===== src/rtl/sprite_dispatcher.sv =====
// Sprite table plus per-frame dispatcher: on each new video frame, walks the table,
// advances animation phase and hands in-bounds sprites to the compositor one at a time.
module sprite_dispatcher #(
    parameter int MAX_SPRITES         = 16,
    parameter int CANVAS_WIDTH        = 360,
    parameter int CANVAS_HEIGHT       = 720,
    parameter int SPRITE_FRAME_WIDTH  = 64,
    parameter int SPRITE_FRAME_HEIGHT = 64,
    parameter int NUM_FRAMES          = 512,
    parameter int ANIM_DIV            = 4,
    parameter int MAX_ANIM            = 8
) (
    input  logic                              clk_pixel,
    input  logic                              sys_rst_n,
    input  logic [5:0]                        frame_count,
    input  logic                              wr_en,
    input  logic [$clog2(MAX_SPRITES)-1:0]    wr_idx,
    input  logic                              wr_active,
    input  logic [$clog2(CANVAS_WIDTH)-1:0]   wr_x,
    input  logic [$clog2(CANVAS_HEIGHT)-1:0]  wr_y,
    input  logic [$clog2(NUM_FRAMES)-1:0]     wr_base_frame,
    input  logic [$clog2(MAX_ANIM+1)-1:0]     wr_anim_len,
    input  logic                              sprite_ready,
    output logic                              sprite_valid,
    output logic [$clog2(CANVAS_WIDTH)-1:0]   sprite_x,
    output logic [$clog2(CANVAS_HEIGHT)-1:0]  sprite_y,
    output logic [$clog2(NUM_FRAMES)-1:0]     sprite_frame_number,
    output logic                              busy,
    output logic                              overrun
);
    localparam int IW = $clog2(MAX_SPRITES);
    localparam int XW = $clog2(CANVAS_WIDTH);
    localparam int YW = $clog2(CANVAS_HEIGHT);
    localparam int FW = $clog2(NUM_FRAMES);
    localparam int LW = $clog2(MAX_ANIM + 1);
    localparam int DW = (ANIM_DIV > 1) ? $clog2(ANIM_DIV) : 1;
    localparam logic [XW-1:0] X_MAX    = XW'(CANVAS_WIDTH - SPRITE_FRAME_WIDTH);
    localparam logic [YW-1:0] Y_MAX    = YW'(CANVAS_HEIGHT - SPRITE_FRAME_HEIGHT);
    localparam logic [IW-1:0] LAST_IDX = IW'(MAX_SPRITES - 1);
    localparam logic [DW-1:0] DIV_LAST = DW'(ANIM_DIV - 1);

    typedef enum logic [2:0] {
        ST_IDLE       = 3'd0,
        ST_CHECK      = 3'd1,
        ST_ISSUE      = 3'd2,
        ST_GUARD      = 3'd3,
        ST_WAIT_READY = 3'd4
    } state_t;

    function automatic logic [LW-1:0] next_phase(input logic [LW-1:0] ph, input logic [LW-1:0] len);
        if (len <= LW'(1)) begin
            return '0;
        end else if (ph + LW'(1) == len) begin
            return '0;
        end else begin
            return ph + LW'(1);
        end
    endfunction

    logic          active_r [MAX_SPRITES];
    logic [XW-1:0] x_r      [MAX_SPRITES];
    logic [YW-1:0] y_r      [MAX_SPRITES];
    logic [FW-1:0] base_r   [MAX_SPRITES];
    logic [LW-1:0] len_r    [MAX_SPRITES];
    logic [LW-1:0] phase_r  [MAX_SPRITES];

    logic [5:0]    prev_frame_r;
    logic          armed_r;
    logic [DW-1:0] div_r;
    logic          new_frame_s;
    logic          wrap_s;
    logic          skip_s;
    logic          latch_s;

    state_t        state_r, state_next;
    logic [IW-1:0] idx_r, idx_next;
    logic          guard_r, guard_next;
    logic          restart_r, restart_next;

    logic          sprite_valid_r;
    logic [XW-1:0] sprite_x_r;
    logic [YW-1:0] sprite_y_r;
    logic [FW-1:0] sprite_frame_r;
    logic          busy_r;
    logic          overrun_r;

    // armed_r keeps the first post-reset clock from seeing a bogus frame change
    assign new_frame_s = armed_r && (frame_count != prev_frame_r);
    assign wrap_s      = new_frame_s && (div_r == DIV_LAST);
    assign skip_s      = !active_r[idx_r] || (x_r[idx_r] > X_MAX) || (y_r[idx_r] > Y_MAX);

    // Frame-change detection and animation divider
    always_ff @(posedge clk_pixel or negedge sys_rst_n) begin
        if (!sys_rst_n) begin
            prev_frame_r <= 6'd0;
            armed_r      <= 1'b0;
            div_r        <= '0;
        end else begin
            prev_frame_r <= frame_count;
            armed_r      <= 1'b1;
            if (new_frame_s) begin
                div_r <= wrap_s ? '0 : div_r + DW'(1);
            end
        end
    end

    // Sprite table; a write overrides a same-cycle animation step on that entry
    always_ff @(posedge clk_pixel or negedge sys_rst_n) begin
        if (!sys_rst_n) begin
            for (int i = 0; i < MAX_SPRITES; i++) begin
                active_r[i] <= 1'b0;
                x_r[i]      <= '0;
                y_r[i]      <= '0;
                base_r[i]   <= '0;
                len_r[i]    <= '0;
                phase_r[i]  <= '0;
            end
        end else begin
            for (int i = 0; i < MAX_SPRITES; i++) begin
                if (wr_en && (wr_idx == IW'(i))) begin
                    active_r[i] <= wr_active;
                    x_r[i]      <= wr_x;
                    y_r[i]      <= wr_y;
                    base_r[i]   <= wr_base_frame;
                    len_r[i]    <= wr_anim_len;
                    phase_r[i]  <= '0;
                end else if (wrap_s && active_r[i]) begin
                    phase_r[i] <= next_phase(phase_r[i], len_r[i]);
                end
            end
        end
    end

    // Walk state register
    always_ff @(posedge clk_pixel or negedge sys_rst_n) begin
        if (!sys_rst_n) begin
            state_r   <= ST_IDLE;
            idx_r     <= '0;
            guard_r   <= 1'b0;
            restart_r <= 1'b0;
        end else begin
            state_r   <= state_next;
            idx_r     <= idx_next;
            guard_r   <= guard_next;
            restart_r <= restart_next;
        end
    end

    // Walk next-state logic; an abort during ISSUE/GUARD is deferred until the guard ends
    always_comb begin
        state_next   = state_r;
        idx_next     = idx_r;
        guard_next   = guard_r;
        restart_next = restart_r;
        latch_s      = 1'b0;
        case (state_r)
            ST_IDLE: begin
                if (new_frame_s) begin
                    idx_next     = '0;
                    restart_next = 1'b0;
                    state_next   = ST_CHECK;
                end else begin
                    state_next = ST_IDLE;
                end
            end
            ST_CHECK: begin
                if (new_frame_s) begin
                    idx_next   = '0;
                    state_next = ST_CHECK;
                end else if (!skip_s) begin
                    latch_s    = 1'b1;
                    state_next = ST_WAIT_READY;
                end else if (idx_r == LAST_IDX) begin
                    state_next = ST_IDLE;
                end else begin
                    idx_next = idx_r + IW'(1);
                end
            end
            ST_WAIT_READY: begin
                if (new_frame_s) begin
                    idx_next   = '0;
                    state_next = ST_CHECK;
                end else if (sprite_ready) begin
                    state_next = ST_ISSUE;
                end else begin
                    state_next = ST_WAIT_READY;
                end
            end
            ST_ISSUE: begin
                guard_next   = 1'b0;
                restart_next = restart_r | new_frame_s;
                state_next   = ST_GUARD;
            end
            ST_GUARD: begin
                if (guard_r == 1'b0) begin
                    guard_next   = 1'b1;
                    restart_next = restart_r | new_frame_s;
                end else if (restart_r || new_frame_s) begin
                    idx_next     = '0;
                    restart_next = 1'b0;
                    state_next   = ST_CHECK;
                end else if (idx_r == LAST_IDX) begin
                    state_next = ST_IDLE;
                end else begin
                    idx_next   = idx_r + IW'(1);
                    state_next = ST_CHECK;
                end
            end
            default: begin
                state_next = ST_IDLE;
            end
        endcase
    end

    // Registered compositor-facing outputs
    always_ff @(posedge clk_pixel or negedge sys_rst_n) begin
        if (!sys_rst_n) begin
            sprite_valid_r <= 1'b0;
            sprite_x_r     <= '0;
            sprite_y_r     <= '0;
            sprite_frame_r <= '0;
            busy_r         <= 1'b0;
            overrun_r      <= 1'b0;
        end else begin
            sprite_valid_r <= (state_next == ST_ISSUE);
            busy_r         <= (state_next != ST_IDLE);
            overrun_r      <= new_frame_s && (state_r != ST_IDLE);
            if (latch_s) begin
                sprite_x_r     <= x_r[idx_r];
                sprite_y_r     <= y_r[idx_r];
                sprite_frame_r <= base_r[idx_r] + FW'(phase_r[idx_r]);
            end
        end
    end

    assign sprite_valid        = sprite_valid_r;
    assign sprite_x            = sprite_x_r;
    assign sprite_y            = sprite_y_r;
    assign sprite_frame_number = sprite_frame_r;
    assign busy                = busy_r;
    assign overrun             = overrun_r;
endmodule


===== config.mk =====
export PLATFORM = sky130hd
export DESIGN_NAME = sprite_dispatcher
export DESIGN_NICKNAME = d
export VERILOG_FILES = /design/src/rtl/sprite_dispatcher.sv
export SDC_FILE = /design/constraint.sdc
export NUM_CORES = 1
export LEC_CHECK = 0
export ABC_AREA = 1
export CAP_MARGIN = 20
export CELL_PAD_IN_SITES_DETAIL_PLACEMENT = 0
export CELL_PAD_IN_SITES_GLOBAL_PLACEMENT = 1
export CORE_MARGIN = 3
export CORE_UTILIZATION = 51
export DETAILED_ROUTE_END_ITERATION = 16
export GPL_TIMING_DRIVEN = 0
export PLACE_DENSITY_LB_ADDON = 0.12
export SYNTH_ARGS = -nofsm -noshare
export SYNTH_HDL_FRONTEND = slang
export SYNTH_SLANG_ARGS = --single-unit

===== constraint.sdc =====
create_clock -name clk_pixel -period 5.9 [get_ports clk_pixel]
set_clock_uncertainty 0.1 [all_clocks]
set_input_delay 1.18 -clock clk_pixel [delete_from_list [all_inputs] [get_ports clk_pixel]]
set_output_delay 1.18 -clock clk_pixel [all_outputs]
set_load 0.01 [all_outputs]

==> results of run 1 <==
cells in the final DEF (no fill, tap or decap), types with 5 or more instances in the layout:
cell type / count
a21oi_1: 98
a311oi_1: 5
buf_1: 15
buf_16: 5
buf_2: 52
buf_4: 12
buf_8: 9
bufinv_16: 5
clkbuf_1: 179
clkbuf_16: 77
clkbuf_8: 20
clkdlybuf4s50_1: 63
clkinv_2: 9
dfrtp_1: 641
ha_1: 22
inv_1: 387
mux2i_1: 9
nand2_1: 860
nand3_1: 252
nand4_1: 5
nor2_1: 169
nor3_1: 9
o2111ai_1: 12
o211ai_1: 52
o21a_1: 5
o21ai_0: 754
o21ai_1: 35
o221ai_1: 7
o22ai_1: 36
or2_2: 24
xnor2_1: 34
xor2_1: 45
worst paths after layout:
check	end	cells after the start	slack (ns)
worst max register to register	sprite_frame_number[6]	17	0.19
worst min-delay path	y_r[76]	2	0.38
min in group asynchronous	len_r[27]	1	0.47
worst min register to register	y_r[76]	2	0.38
max in group asynchronous	sprite_x[3]	3	3.54
worst max-delay path	sprite_frame_number[6]	17	0.19
final cells by class:
cell class / count / area, µm² / area share
Clock inverter: 18 / 229 / 0.00657
Buffer: 250 / 1060 / 0.0306
Inverter: 390 / 1460 / 0.0420
Tap cell: 773 / 967 / 0.0278
Sequential cell: 641 / 16000 / 0.460
Clock buffer: 108 / 2240 / 0.0644
Multi-Input combinational cell: 2460 / 11900 / 0.342
Timing Repair Buffer: 78 / 915 / 0.0262
cell usage after synthesis, drive strengths merged, types with 2 or more instances:
| master | number |
|---|---|
| nor3 | 9 |
| ha | 22 |
| buf | 81 |
| o21a | 5 |
| or2 | 27 |
| o221ai | 7 |
| o211ai | 52 |
| xnor2 | 34 |
| a211o | 4 |
| nand3 | 252 |
| nand2 | 862 |
| inv | 389 |
| o2111ai | 12 |
| o21ai | 789 |
| o22ai | 36 |
| nor2 | 170 |
| xor2 | 45 |
| mux2i | 9 |
| nand4 | 6 |
| a311oi | 5 |
| a21oi | 98 |
| a211oi | 2 |
| a31oi | 3 |
| dfrtp | 641 |
| clkbuf | 169 |
stage by stage:
stage          setup slack (ns)  instances  hold WS, ns  power, µW
2_1_floorplan              2.39       3741        0.345       9480
3_3_place_gp             -25.20       4578        0.358      11500
3_5_place_dp              0.159       4589        0.365      11600
4_1_cts                  0.0970       4715        0.379      16400
5_1_grt                  0.0337       4718        0.396      17300
6_report                  0.192       4718        0.376      16500
registers in the layout, summed over array words and instances, names as in the netlist, 3 cells and up:
| signal | cells |
|---|---|
| y_r | 160 |
| base_r | 144 |
| x_r | 144 |
| len_r | 64 |
| phase_r | 64 |
| active_r | 16 |
| sprite_y | 10 |
| sprite_frame_number | 9 |
| sprite_x | 9 |
| prev_frame_r | 6 |
| idx_r | 4 |
| state_r | 3 |
kinds of logic after synthesis:
kind of cell	Yosys count	share of synthesized area
XOR/XNOR	79	0.0227
AO/OA/AOI/OAI	1019	0.178
other	1	0.000123
AND/OR/NAND/NOR	1329	0.178
adder cells (fa/ha/maj)	23	0.00968
buffers and inverters	640	0.0829
multiplexers	9	0.00295
flip-flops	641	0.526
critical path: cells and delay by family, from the launching register on:
family          cells  cell delay (ns)
flops               1             0.63
buf+inv             7             2.55
xor+xnor            1             0.16
fa+ha+maj           2             0.60
simple gates        4             0.70
compound gates      3             0.86
metal layers:
layer	GRT usage	share of wire	vias up
met5	0	0	-
met1	0.523	0.38	14000
met2	0.615	0.43	1749
met4	0.318	0.093	0
li1	-	-	12500
met3	0.0777	0.097	481
power by group:
part           internal [µW]  switching, µW  total (µW)
combinational           1880           3670        5550
clock                   2840           1910        4750
sequential              5490            708        6190
timing repair:
item	4_1_cts	5_1_grt
resized for setup	0	1
hold buffers	0	0
endpoints found under the setup margin	0	3
==> run_results.csv, run 1 <==
group,metric,value,unit
status,status,"finished clean",
synthesis,syn-num-nets,3811,
synthesis,yosys_register_bits,641,
global_route,grt_overflow,0,
critical_path,path_class,"reg -> reg",
critical_path,max_stage_delay,0.70,ns
clocking,root_buffer,"clkbuf_16",
floorplan,die-area,0.0628,mm²
timing,rsz0062_at_grt,"no",
synthesis,yosys.area.top_type,"dfrtp_1",
timing,hold_viol_final,0,
critical_path,slowest_stage,"clkbuf_1",
floorplan,core_area,0.0591,mm²
drt,drc,0,
timing,period_minus_slack,5.71,ns
critical_path,startpoint,"idx_r[0]",
placed_design,io_buffers,64,
flow_run,maxCapViolCount,0,
final_layout,design_area,0.0348,mm²
critical_path,worstPathMaxFanout,10,
critical_path,cp.required,6.34,ns
clocking,worstSkewPairLatency,0.63,ns
floorplan,core.rowCount,89,
critical_path,path_cells,"inv_2 > buf_2 > buf_2 > buf_2 > clkbuf_1 > clkbuf_1 > nor2_1 > o221ai_1 > nand3_1 > nand2_1 > ha_1 > inv_1 > fa_1 > o21ai_1 > nand3_1 > xor2_1 > o21ai_0",
critical_path,crit-reg2reg-launch,"idx_r[0]",
min_path,hp-class,"reg -> reg",
synthesis,ys_top_cells_by_area,"dfrtp_1, o21ai_0, nand2_1",
synthesis,syn_inst,3741,
clocking,clk_pin_slew,0.06,ns
synthesis,syn_avg_cell_area,8.15,µm²
timing,fmax,175,MHz
floorplan,start_util,0.516,
global_route,grt_start_max_net_pins,121,
timing,slew_viol_final,0,
placed_design,gp_congestion,0.980,
synthesis,yosys_warnings,0,
global_route,grt_pass1_vias,27600,
final_layout,synthToLayoutAreaGrowth,14.3,%
critical_path,startpoint_type,"register",
critical_path,cp-end-kind,"register",
timing,setup_viol,0,
drt,ant_nets,0,
floorplan,fp.dieH,251,µm
critical_path,worstPathArrival,6.14,ns
synthesis,yosysSeqAreaShare,0.526,
final_layout,layout.nets,3964,
placed_design,placed_area,0.0323,mm²
critical_path,crit_top_cell,"buf_2",
power,powerDensity,473,mW/mm²
clocking,post_cts_buffers,0,
power,irDropWorstVdd,263,µV
final_layout,fill_cells,5472,
synthesis,synth_cell_types,46,
clocking,cts_sinks,641,
power,cellLeakagePower,0.0160,µW
timing,relSlewSlack,0.142,
drt,drt_iter0_markers,3653,
clocking,htreeDepth,3,
floorplan,io-pin-count,78,
timing,finalCritPeriodShare,0.967,
drt,routedWlPerCell,27.2,µm
synthesis,yosysTopAreaCellShare,0.526,
drt,wirelength,128,mm
synthesis,ys.flop_type,"dfrtp_1",
drt,drt_first_pass_iters,6,
clocking,clk_path_buf_depth,3,
global_route,grt_pass1_wl,186,mm
placed_design,hpwl,89.0,mm
timing,worst_pin_slew,1.29,ns
global_route,antenna_found_initial,1,
floorplan,dieWidth,251,µm
final_layout,drive_gt1_frac,0.0575,
drt,routed_via_density,6.10,
global_route,grt_usage,0.409,
clocking,numCtsBuffers,73,
min_path,worst_hold_startpoint,"y_r[76]",
timing,finalSetupTns,0,ns
final_layout,fin_util,0.589,
synthesis,async_flop_share,1.00,
clocking,cts_tree,"built",
synthesis,netlist_area,0.0305,mm²
synthesis,synth_edf_count,0,
drt,vias,28800,
final_layout,diodes,0,
Power figures use the tool's default switching activity.
==> run 2: changes to the inputs <==
Settings changed: ABC_AREA 1 to default, CAP_MARGIN 20 to 0, CORE_UTILIZATION 51 to 56.
==> run 2 against run 1 <==
Routed wire length fell by 35%; largest power group unchanged; first-iteration DRC count is 56% lower; cell count decreased by 34%.
==> run_results.csv, run 2 <==
group,metric,value,unit
global_route,grt_overflow,0,
synthesis,yosysSeqAreaShare,0.533,
timing,finalCritPeriodShare,0.963,
timing,relSlewSlack,0.138,
clocking,root_buffer,"clkbuf_16",
floorplan,io-pin-count,78,
synthesis,synth_mux_area_frac,0.294,
floorplan,start_util,0.569,
min_path,whs_path_depth,2,
synthesis,syn-num-nets,2307,
final_layout,layout.nets,2460,
synthesis,yosys.area.top_type,"dfrtp_1",
synthesis,yosysTopAreaCellShare,0.533,
clocking,cts_tree,"built",
critical_path,worstPathMaxFanout,19,
synthesis,ys_top_cells_by_area,"dfrtp_1, mux2_2, mux4_2",
synthesis,yosys_warnings,0,
synthesis,synthSimpleGateAreaFrac,0.0643,
critical_path,max_stage_delay,0.72,ns
synthesis,synth_most_common_cell,"dfrtp_1",
floorplan,core_area,0.0529,mm²
flow_run,maxCapViolCount,0,
global_route,grt_start_max_net_pins,133,
final_layout,largest_reg_flops,160,
drt,routed_via_density,6.30,
status,status,"finished clean",
final_layout,drive_gt1_frac,0.312,
timing,hold_viol_final,0,
critical_path,r2r-end,"sprite_frame_number[8]",
timing,finalSetupTns,0,ns
drt,met3_length,5.45,mm
synthesis,synth_xor_area_frac,0.0316,
synthesis,syn_inst,2237,
floorplan,dieWidth,238,µm
clocking,clk_path_buf_depth,3,
min_path,worst_hold_startpoint,"y_r[28]",
global_route,grt_pass1_vias,20400,
drt,highest_layer,"met5",
drt,drt_first_pass_iters,5,
final_layout,top_regs,"y_r: 160 flops, base_r: 144 flops, x_r: 144 flops",
clocking,worstSkewPairLatency,0.61,ns
placed_design,hpwl,55.7,mm
floorplan,core.rowCount,84,
final_layout,layout_common_cells,"dfrtp_1, mux2_2, nand2_1",
critical_path,cp.buffers_inverters,5,
floorplan,die-area,0.0565,mm²
global_route,antenna_found_initial,3,
final_layout,top_register,"y_r",
drt,wirelength,83.6,mm
critical_path,path_cells,"clkbuf_1 > buf_4 > clkbuf_2 > clkbuf_1 > mux4_2 > mux4_2 > ha_1 > inv_1 > fa_1 > nor2b_1 > o21ai_0 > nand2b_1 > and3_1 > nand3_1 > xnor2_1 > mux2_1",
min_path,min_to,"y_r[28]",
clocking,numCtsBuffers,71,
placed_design,place_ws,-1.17,ns
timing,worst_pin_slew,1.29,ns
drt,drc,0,
drt,vias,19700,
drt,wl_met1,37.2,mm
drt,ant_nets,0,
critical_path,startpoint_type,"register",
min_path,hp-class,"reg -> reg",
drt,routedWlPerCell,26.7,µm
placed_design,io_buffers,75,
critical_path,path_class,"reg -> reg",
final_layout,mostFrequentLayoutCell,"dfrtp_1",
clocking,clk_pin_slew,0.06,ns
final_layout,synthToLayoutAreaGrowth,13.7,%
timing,slew_viol_final,0,
global_route,grt_usage,0.301,
timing,setup_viol,0,
power,irDropWorstVdd,270,µV
synthesis,syn_avg_cell_area,13.4,µm²
timing,rsz0062_at_grt,"no",
clocking,cts_sinks,641,
synthesis,synth-compound-area-share,0.0432,
power,cellLeakagePower,0.0148,µW
critical_path,slowest_stage,"clkbuf_1",
critical_path,reg2regPathDepth,16,
timing,whs,0.373,ns
synthesis,synth_fa_ha_area_frac,0.00982,
synthesis,netlist_area,0.0301,mm²
power,powerDensity,454,mW/mm²
drt,drt_iter0_markers,1616,
floorplan,fp.dieH,238,µm
synthesis,synth_common_cells,"dfrtp_1, mux2_2, nand2_1",
global_route,grt_pass1_wl,127,mm
critical_path,crit_family,"buffers and inverters",
critical_path,cp.required,6.28,ns
synthesis,ys.flop_type,"dfrtp_1",
synthesis,synth_edf_count,0,
synthesis,yosys_register_bits,641,
timing,fin_ws,0.216,ns
drt,routed-wl-met2,38.8,mm
synthesis,synth_cell_types,60,
clocking,htreeDepth,3,
critical_path,cp-end-kind,"register",
critical_path,worstPathArrival,6.06,ns
critical_path,crit-reg2reg-launch,"idx_r[1]",
synthesis,synth_top_family_by_area,"multiplexers",
synthesis,async_flop_share,1.00,
timing,fmax,176,MHz
critical_path,rrSetupSlack,0.22,ns
placed_design,gp_congestion,0.888,
timing,period_minus_slack,5.68,ns
clocking,hold_buffers,0,
run 2: cells by family (layout without fill, tap and decap cells):
family,after synthesis,count (layout)
other,1,3
buffers and inverters,169,371
and+or+nand+nor,436,436
adders and majority gates,23,23
muxes,659,659
AOI/OAI and AO/OA,203,203
xor gates and xnor gates,105,105
DFF,641,641
run 2: worst max path at each step:
stage | from | end | cells after the start
finish | idx_r[1] | sprite_frame_number[8] | 16
global route | idx_r[0] | sprite_frame_number[8] | 19
CTS | idx_r[0] | sprite_frame_number[8] | 19
detailed placement | idx_r[1] | sprite_frame_number[7] | 15
global placement | sys_rst_n | x_r[16] | 1
floorplan | idx_r[0] | sprite_frame_number[8] | 19
run 2: final cells by class:
type / instances / area, µm²
timing repair buffer: 81 / 905
tap: 688 / 861
multi-input combinational: 1427 / 13300
fill: 3946 / 18700
buffer: 142 / 621
inverter: 26 / 97.6
clock inverter: 15 / 161
clock buffer: 107 / 2180
antenna: 2 / 5.00
sequential: 641 / 16000
run 2: worst register-to-register path, stage by stage (launching register included):
cell and delay, ns:
dfrtp_1 0.37, clkbuf_1 0.73, buf_4 0.52, clkbuf_2 0.53, clkbuf_1 0.70, mux4_2 0.47, mux4_2 0.54, ha_1 0.24
inv_1 0.07, fa_1 0.21, nor2b_1 0.06, o21ai_0 0.17, nand2b_1 0.17, and3_1 0.22, nand3_1 0.10, xnor2_1 0.07
mux2_1 0.29
run 2: layer usage:
layer,vias up,track usage
li1,8399,-
met1,10500,0.441
met2,670,0.469
met3,150,0.0571
met4,4,0.0815
met5,-,0
run 2: power by group:
part           total (µW)  leakage (µW)  switching (µW)  internal (µW)
registers            6170       0.00797             713           5460
logic                4890       0.00566            2410           2480
clock network        4460       0.00116            1790           2670
run 2: stage by stage:
step                power (µW)  utilization  instances  cell area (µm²)
global placement         10900        0.599       3000            31700
CTS                      15500        0.647       3127            34200
global route             16200        0.647       3127            34200
detailed placement       11100        0.602       3006            31800
floorplan                 9380            -       2237            30100
finish                   15500        0.647       3129            34200
run 2: timing repair:
item / 4_1_cts / 5_1_grt
pin swaps: 0 / 0
gates resized for setup: 5 / 2
buffers inserted: 0 / 0
setup endpoints to repair: 8 / 3
==> run 3: changes to the inputs <==
Settings changed: CAP_MARGIN 0 to default, CORE_UTILIZATION 56 to 50, CTS_BUF_LIST from default to sky130_fd_sc_hd__clkbuf_8.
==> run 3 against run 2 <==
Power decreased by 1.7%; critical path type unchanged; maximum frequency increased by 2.7%; combinational power about the same; largest cell class unchanged.
==> run_results.csv, run 3 (synthesized netlist as in run 2, its figures left out) <==
group,metric,value,unit
status,status,"finished clean",
final_layout,layout_common_cells,"dfrtp_1, mux2_2, nand2_1",
timing,period_minus_slack,5.53,ns
timing,slew_viol_final,0,
floorplan,die-area,0.0631,mm²
floorplan,start_util,0.508,
global_route,grt_pass1_vias,20400,
clocking,clk_pin_slew,0.07,ns
final_layout,fill_cells,4867,
global_route,antenna_found_initial,4,
critical_path,worstPathArrival,6.03,ns
clocking,root_buffer,"clkbuf_8",
power,switching_share,0.329,
timing,fin_ws,0.366,ns
critical_path,crit_top_cell,"mux4_2",
timing,relSlewSlack,0.160,
critical_path,path_cells,"clkbuf_2 > buf_2 > clkbuf_1 > mux4_2 > mux4_2 > ha_1 > a21o_1 > a21oi_1 > nor2b_1 > o21ai_1 > nand3b_1 > xnor2_1 > mux2_2",
placed_design,hpwl,56.6,mm
final_layout,synthToLayoutAreaGrowth,14.1,%
drt,wirelength,85.2,mm
clocking,cts_tree,"built",
power,p_sw,5010,µW
global_route,grt_overflow,0,
critical_path,startpoint_type,"register",
timing,hold_viol_final,0,
power,cellLeakagePower,0.0150,µW
power,pwr-share-seq,0.405,
timing,setup_viol,0,
clocking,post_cts_buffers,0,
final_layout,layout.nets,2500,
power,p_int,10200,µW
floorplan,io-pin-count,78,
placed_design,io_buffers,75,
floorplan,core.rowCount,89,
global_route,grt_pass1_wl,130,mm
placed_design,gp_congestion,0.876,
placed_design,place_ws,-1.43,ns
critical_path,worstPathMaxFanout,19,
min_path,hp-class,"in -> async",
final_layout,mostFrequentLayoutCell,"dfrtp_1",
timing,worst_pin_slew,1.26,ns
clocking,post_cts_resized,3,
global_route,grt_start_max_net_pins,124,
drt,vias,19800,
clocking,cts_sinks,641,
flow_run,maxCapViolCount,0,
drt,ant_nets,0,
drt,drc,0,
drt,routed_via_density,6.01,
power,irDropWorstVdd,237,µV
clocking,numCtsBuffers,111,
critical_path,cp.required,6.39,ns
clocking,worstSkewPairLatency,0.74,ns
floorplan,dieWidth,251,µm
clocking,htreeDepth,3,
drt,routedWlPerCell,25.8,µm
critical_path,max_stage_delay,0.91,ns
timing,finalCritPeriodShare,0.938,
critical_path,slowest_stage,"clkbuf_1",
drt,drt_iter0_markers,1539,
final_layout,fin_util,0.579,
floorplan,fp.dieH,251,µm
final_layout,drive_gt1_frac,0.326,
clocking,hold_buffers,0,
final_layout,top_regs,"y_r: 160 flops, base_r: 144 flops, x_r: 144 flops",
global_route,grt_usage,0.276,
clocking,clk_path_buf_depth,3,
drt,drt_first_pass_iters,5,
power,clock_power_share,0.275,
power,powerDensity,445,mW/mm²
critical_path,path_class,"reg -> reg",
power,power,15300,µW
final_layout,top_register,"y_r",
timing,fmax,181,MHz
power,p_comb_frac,0.320,
critical_path,cp-end-kind,"register",
floorplan,core_area,0.0592,mm²
final_layout,largest_reg_flops,160,
timing,rsz0062_at_grt,"no",
-- run 3: final timing paths --
check,start,end,slack (ns),cells past startpoint
min in group clk_pixel,x_r[24],x_r[24],0.37,2
max,idx_r[1],sprite_frame_number[7],0.37,13
min,sys_rst_n,base_r[128],0.31,1
max in group asynchronous,sys_rst_n,y_r[72],3.85,3
min reg2reg,x_r[24],x_r[24],0.37,2
max reg2reg,idx_r[1],sprite_frame_number[7],0.37,13
-- run 3: area by class of cell --
cell class                      instances  area, µm²  area share
Multi-Input combinational cell       1427      13300       0.388
Antenna cell                            2       5.00    0.000146
Inverter                               26       97.6     0.00285
Clock inverter                         59        339     0.00989
Tap cell                              773        967      0.0282
Buffer                                142        621      0.0181
Clock buffer                          146       2010      0.0586
Timing Repair Buffer                   81        901      0.0263
Sequential cell                       641      16000       0.468
-- run 3: power groups by stage --
stage          logic, µW  clock network (µW)  registers [µW]
2_1_floorplan       3340                   0            6040
3_3_place_gp        4770                   0            6210
3_5_place_dp        4870                   0            6230
4_1_cts             4880                4300            6160
5_1_grt             5260                4500            6300
6_report            4880                4200            6170
-- run 3: worst max-delay path, delay by kind of cell, from the launching register on --
| kind | cells | cell delay, ns |
|---|---|---|
| xor+xnor | 1 | 0.07 |
| fa+ha+maj | 1 | 0.32 |
| flops | 1 | 0.46 |
| mux | 3 | 1.37 |
| buf+inv | 3 | 2.04 |
| simple gates | 2 | 0.26 |
| compound gates | 3 | 0.76 |
-- run 3: through the flow --
| step | hold WS, ns | cell area [µm²] | std cells | setup TNS, ns |
|---|---|---|---|---|
| 6_report | 0.313 | 34300 | 3297 | 0 |
| 5_1_grt | 0.317 | 34300 | 3296 | 0 |
| 4_1_cts | 0.291 | 34300 | 3295 | 0 |
| 3_5_place_dp | 0.363 | 31900 | 3091 | -8.86 |
| 3_3_place_gp | 0.354 | 31800 | 3085 | - |
| 2_1_floorplan | 0.341 | 30100 | 2237 | 0 |
-- run 3: routing by layer --
layer | track usage | vias to the layer above | routed length (µm)
li1 | - | 8515 | -
met3 | 0.0634 | 180 | 5950
met1 | 0.394 | 10500 | 37800
met2 | 0.422 | 670 | 38600
met5 | 0 | - | 0
met4 | 0.0882 | 0 | 2840
